### config.mk
export PLATFORM = sky130hd
export DESIGN_NAME = arbiter4_ctrl
export DESIGN_NICKNAME = d
export VERILOG_FILES = /design/src/rtl/arbiter4_ctrl.sv
export SDC_FILE = /design/constraint.sdc
export NUM_CORES = 1
export LEC_CHECK = 0
export ABC_CLOCK_PERIOD_IN_PS = 2150
export CORE_ASPECT_RATIO = 1.2
export CORE_MARGIN = 3
export CORE_UTILIZATION = 35
export DETAILED_ROUTE_END_ITERATION = 10
export GPL_TIMING_DRIVEN = 0
export PLACE_DENSITY = 0.57
export SLEW_MARGIN = 20
export SYNTH_ARGS = -nofsm -noshare
export SYNTH_HDL_FRONTEND = slang
export SYNTH_SLANG_ARGS = --single-unit
### constraint.sdc
create_clock -name clk -period 2.15 [get_ports clk]
set_input_delay 0.43 -clock clk [delete_from_list [all_inputs] [get_ports clk]]
set_output_delay 0.43 -clock clk [all_outputs]
set_load 0.02 [all_outputs]
### src/rtl/arbiter4_ctrl.sv
// arbiter4_ctrl: four-requester arbiter / grant controller for one shared
// downstream resource. Grants are held until the owner finishes, drops its
// request, or HOLD_MAX cycles expire; one dead GAP cycle follows every grant.
//
// Optional build macro: ARB_ROUND_ROBIN_EN
//   undefined -> fixed search order 3,2,1,0 (index 3 highest)
//   defined   -> rotating order (last-1),(last-2),(last-3),last mod 4
//
// Parameters:
//   HOLD_MAX  max consecutive grant cycles per owner (2..255, default 8)
// Ports:
//   clk      in   rising-edge clock
//   rst      in   asynchronous active-high reset
//   req[3:0] in   request lines, one per agent
//   done     in   owner completion, sampled only while granting
//   gnt[3:0] out  one-hot grant, zero when no owner
//   gnt_id   out  encoded owner index, 2'b00 when no owner
//   valid    out  high while a grant is active (== |gnt)
//   timeout  out  one-cycle pulse after a grant is revoked by HOLD_MAX

module arbiter4_ctrl #(
  parameter int HOLD_MAX = 8
) (
  input  logic       clk,
  input  logic       rst,
  input  logic [3:0] req,
  input  logic       done,
  output logic [3:0] gnt,
  output logic [1:0] gnt_id,
  output logic       valid,
  output logic       timeout
);

  typedef enum logic [1:0] {
    IDLE  = 2'd0,
    GRANT = 2'd1,
    GAP   = 2'd2
  } state_t;

  localparam logic [7:0] HOLD_LIM = 8'(HOLD_MAX);

  state_t     state;
  logic [7:0] cnt;

  logic [1:0] win;
  logic       hit;
  logic [1:0] idx;

`ifdef ARB_ROUND_ROBIN_EN
  logic [1:0] last;

  // Search starts just below the previous winner and wraps,
  // so the previous winner is tried last.
  always_comb begin
    win = 2'd0;
    hit = 1'b0;
    idx = 2'd0;
    for (int k = 1; k <= 4; k++) begin
      idx = last - 2'(k);
      if (!hit && req[idx]) begin
        win = idx;
        hit = 1'b1;
      end
    end
  end
`else
  always_comb begin
    win = 2'd0;
    hit = 1'b0;
    idx = 2'd0;
    for (int k = 3; k >= 0; k--) begin
      idx = 2'(k);
      if (!hit && req[idx]) begin
        win = idx;
        hit = 1'b1;
      end
    end
  end
`endif

  logic owner_req;
  logic at_lim;
  logic rel;

  assign owner_req = req[gnt_id];
  assign at_lim    = (cnt == HOLD_LIM);
  assign rel       = done | ~owner_req | at_lim;

  always_ff @(posedge clk or posedge rst) begin
    if (rst) begin
      state   <= IDLE;
      cnt     <= 8'd0;
      gnt     <= 4'b0000;
      gnt_id  <= 2'b00;
      valid   <= 1'b0;
      timeout <= 1'b0;
`ifdef ARB_ROUND_ROBIN_EN
      last    <= 2'd0;
`endif
    end else begin
      timeout <= 1'b0;
      unique case (state)
        IDLE: begin
          if (hit) begin
            gnt    <= 4'b0001 << win;
            gnt_id <= win;
            valid  <= 1'b1;
            cnt    <= 8'd1;
            state  <= GRANT;
`ifdef ARB_ROUND_ROBIN_EN
            last   <= win;
`endif
          end
        end
        GRANT: begin
          if (rel) begin
            gnt     <= 4'b0000;
            gnt_id  <= 2'b00;
            valid   <= 1'b0;
            cnt     <= 8'd0;
            // Only a pure hold-limit revoke is flagged.
            timeout <= at_lim & ~done & owner_req;
            state   <= GAP;
          end else if (cnt != 8'hFF) begin
            cnt <= cnt + 8'd1;
          end
        end
        GAP: begin
          state <= IDLE;
        end
        default: begin
          state <= IDLE;
        end
      endcase
    end
  end

endmodule

# After elaboration in Yosys (flattened, before gate mapping)
# Index checks and enable logic that the tools add are counted.
# totals
reg_bits	18
in_bits	7
output_inout_bits	8
elab_cells	60
# op_classes
addsub	1
order_cmp	1
n_eq_ne	6
n_shift	1
muxes	28
n_bitwise	6
n_reduce_logical	11
# ops
operator	n
2-to-1 mux 8 bit	3
2-to-1 mux 2 bit	8
case mux 8 bit (2 select lines)	1
2-to-1 mux 1 bit	9
adder 8 x 1 -> 8 bit, second input constant	1
== test 8 x 4 -> 1 bit, second input constant	1
2-to-1 mux 4 bit	2
inequality test 8 bit, second input constant	1
case mux 2 bit (2 select lines)	2
case mux 4 bit (2 select lines)	1
AND reduction 3 bit	2
inequality test 2 bit, second input constant	2
left shift 1 x 2 -> 4 bit, first input constant	1
logical AND 1 bit	3
logical NOT 1 bit	3
< comparator 2 x 3 -> 1 bit, second input constant	1
inequality test 3 bit, second input constant	1
AND 1 bit	2
binary-select mux 1 bit (select 2 bit)	1
== test 2 x 1 -> 1 bit, second input constant	1
logical NOT 2 bit	1
NOT 1 bit	2
bitwise OR 1 bit	2
case mux 1 bit (2 select lines)	1
2 further kinds	2

# Logic depth before layout (Yosys ltp)
# logic_depth
ltp_word	13
ltp_mapped	8
mapped_depth_nobuf	7

# Worst setup path after synthesis
# OpenSTA, ideal clock, no wires.
# synth_timing
kind	reg2reg
startpoint	reg gnt_id[1]
endpoint	reg gnt_id[0]
arrival_time_ns	1.559
required_ns	2.029
setup_slack_ns	0.470
stages_incl_launch_ff	6
n_path_buf	0
path_cell_list	dfrtp_1 -> mux2_2 -> a22oi_4 -> nor3b_4 -> nand2b_4 -> a22o_1
# synth_between
elab_chain_len	7
# synth_lines
item	line	rtl
from (decl)	29	output logic [1:0] gnt_id,
from (signal assigned)	106	gnt_id <= win;
binary-select mux 1 bit (select 2 bit)	85	assign owner_req = req[gnt_id];
2-to-1 mux 1 bit (not written as such)	85	
NOT 1 bit	87	assign rel = done | ~owner_req | at_lim;
bitwise OR 1 bit (2 in series)	87	
inequality test 2 bit (no line)	--	
AND reduction 3 bit (no line)	--	
# Every way passes these cells. The select of a mux whose other input is x is not followed.
# A chain may end at the register's enable or synchronous reset.

# Final worst setup path
# layout_timing
startpoint	in req[0]
endpoint	reg gnt_id[0]
# layout_between
elab_chain_len	7
word_cells_on_any_way	13
cone_classes	eq/ne (2); mux (6); bitwise (3); reduce/logical (2)
# layout_lines
item	line	rtl
from (decl)	26	input logic [3:0] req,
binary-select mux 1 bit (select 2 bit)	85	
2-to-1 mux 1 bit (not written as such)	85	
NOT 1 bit	87	
bitwise OR 1 bit (2 in series)	87	
inequality test 2 bit (no line)	--	
AND reduction 3 bit (no line)	--	
# Parallel ways exist; a longest one is shown, timed or not. The select of a mux whose other input is x is not followed.

==> reports/summary.txt <==
Congestion Overflow GR -> 0
vias per cell -> 5.36
CP startpoint kind -> primary input
total power -> 1.27 mW
routability cong. -> 0.883
clk slew on worst S/H paths -> 0.10 ns
Hold Vio Cnt, Final -> 0
sequential share of power -> 0.383
Netlist cell types -> 34
first-pass GRT wire length -> 3590 µm
Routed WL -> 2110 µm
CORE AREA -> 0.00263 mm²
DIE AREA -> 0.00352 mm²
Clock power frac -> 0.161
port buffer count -> 14
Final ANT Viol Nets -> 0
CP Class -> primary input to register
Cell Pwr Density -> 1050 mW/mm²
post-route cell area -> 0.00121 mm²
Slew HR -> 0.514
CP peak stage delay -> 0.53 ns
area grow syn2layout -> 21.9%
H-Tree Level Count -> 1
Clk Latency, worst-skew pair -> 0.29 ns
critical-path cell list -> clkdlybuf4s50_1, mux2_1, a22oi_4, nor3b_4, nand2b_4, a22o_1
RSZ-0062 raised after global routing -> false
# fillers -> 275
synthesized net count -> 112
hold_sp -> gnt[3]$_DFFE_PP0P_
Routed WL per cell -> 13.7 µm
Final HPWL DP -> 1580 µm
period utilisation layout -> 0.885
fmax -> 525 MHz
Crit. End Element -> register
Die W -> 54.6 µm
Sw Pwr -> 493 µW
post_cts resized -> 0
Cell Int Power -> 781 µW
GRT Total Usage -> 0.135
Final setup viols -> 0
Die H -> 64.4 µm
DRT iter0 DRCs -> 18
Syn Inst Count -> 103
CTS max path bufs -> 2
Final Max Tran Viols -> 0
via count of the first global-routing pass -> 814
Initial DRT Pass Iterations -> 4
total negative slack -> 0 ns
synthesized flop and latch total -> 18
Mapped Avg Cell Area -> 9.65 µm²
antenna violations before repair -> 0
number of remaining DRC errors -> 0
Post-Syn Area -> 993 µm²
pin count of the biggest net entering global routing -> 19
status -> finished clean
Logic pwr share -> 0.456
layout cells sized above 1 -> 0.116
reg2reg start -> cnt[0]$_DFFE_PP0P_
CTS tree -> built
worst slew pin tran -> 0.728 ns
CP max stage cell -> clkdlybuf4s50_1
number of setup buffers added after CTS -> 0
# nets final -> 131
fin crit period -> 1.90 ns
io pins -> 15
Critical Path Source -> req[0]
CTS sink cnt -> 18
Worst VDD drop -> 0.474 mV
P_leak -> 0.499 nW
initial core utilization -> 0.378
Syn. warnings -> 0
Worst EP required -> 2.34 ns
Min-Delay Path Class -> register to register
most frequent cells in the layout -> 18 x dfrtp_1, 14 x clkdlybuf4s50_1, 13 x nor2_1
WHS -> 0.510 ns
Clock Skew -> 0.00351 ns
sequential fraction of the synthesis area -> 0.453
Critical Path AT -> 2.09 ns
cts bufs inserted -> 3
placed cell areas -> 0.00117 mm²
Hold Buf Count CTS -> 0
sw frac -> 0.387
Cell Rows -> 20
Root Buffer -> clkbuf_4
# diodes -> 0
commonest non-fill, non-tap cell in the layout -> dfrtp_1
CP max FO -> 6
DR vias -> 825
max-cap violation count -> 0
-- worst max-delay path: cells and delay by family --
family	cells	cell delay (ns)
mux	1	0.38
simple gates	2	0.27
buf+inv	1	0.53
compound gates	2	0.47
-- through the flow --
stage	util	instances	setup slack (ns)
2_1_floorplan	-	103	0.470
3_3_place_gp	0.447	150	-0.0698
3_5_place_dp	0.447	150	-0.0629
4_1_cts	0.461	154	0.248
5_1_grt	0.461	154	0.157
6_report	0.461	154	0.246
-- logic make-up (layout without fill, tap and decap cells) --
kind of cell | count (synthesis) | count (layout) | share of synthesized area
compound gates | 28 | 28 | 0.208
fa+ha+maj | 2 | 2 | 0.0252
buf+inv | 9 | 27 | 0.0416
flops | 18 | 18 | 0.453
mux | 2 | 2 | 0.0227
simple gates | 44 | 44 | 0.249
-- path summary, 6_finish.rpt --
check                                   endpoint  slack (ns)  depth (start not counted)
setup / recovery           gnt_id[0]$_DFFE_PP0P_        0.25                          6
hold / removal                gnt[3]$_DFFE_PP0P_        0.51                          1
setup reg to reg              cnt[7]$_DFFE_PP0P_        0.47                          8
hold reg to reg               gnt[3]$_DFFE_PP0P_        0.51                          1
max in group asynchronous     cnt[7]$_DFFE_PP0P_        1.14                          2
min in group asynchronous     gnt[3]$_DFFE_PP0P_        0.55                          2
-- cell usage after synthesis, drive strengths merged --
master	count	area share
a21o	1	0.0076
a21oi	10	0.050
a22o	2	0.018
a22oi	1	0.021
a31oi	1	0.0063
a32o	2	0.020
a41oi	1	0.0088
buf	1	0.011
dfrtp	18	0.45
ha	2	0.025
inv	8	0.030
mux2	2	0.023
nand2	7	0.026
nand2b	2	0.020
nand3	6	0.030
nand4	4	0.025
nor2	14	0.055
nor2b	1	0.0063
nor3	4	0.020
nor3b	2	0.026
nor4b	1	0.015
o211ai	1	0.0076
o21ai	6	0.042
o2bb2ai	1	0.0088
o41ai	2	0.018
or2	1	0.0063
or3	1	0.0063
or4	1	0.011
-- cell type report --
class | count | area (µm²) | area share
multi-input cells | 76 | 502 | 0.414
repair buffers | 14 | 140 | 0.116
clock buffers | 4 | 36.3 | 0.0300
inverters | 8 | 30.0 | 0.0248
flip-flops and latches | 18 | 450 | 0.372
plain buffers | 1 | 11.3 | 0.00930
well taps | 33 | 41.3 | 0.0341
-- power by group through the flow --
| stage | logic, mW | registers [mW] | clock network [mW] |
|---|---|---|---|
| floorplan | 0.345 | 0.540 | 0 |
| detailed placement | 0.590 | 0.495 | 0 |
| CTS | 0.590 | 0.489 | 0.216 |
| global placement | 0.584 | 0.492 | 0 |
| global route | 0.637 | 0.502 | 0.230 |
| finish | 0.582 | 0.488 | 0.205 |
-- state kept, by name, summed over array words and instances, names as in the netlist --
signal,cells
valid,1
gnt_id,2
timeout,1
state,2
cnt,8
gnt,4
-- layer usage --
layer  GRT usage  wire length (µm)  vias up  share of wire
met2       0.219              1050       11           0.50
met3      0.0210                64        2          0.030
li1            -                 -      417              -
met5           0                 0        -              0
met1       0.179               983      395           0.47
met4      0.0374                13        0         0.0062
Note: power is estimated with default switching activity, not from simulation.
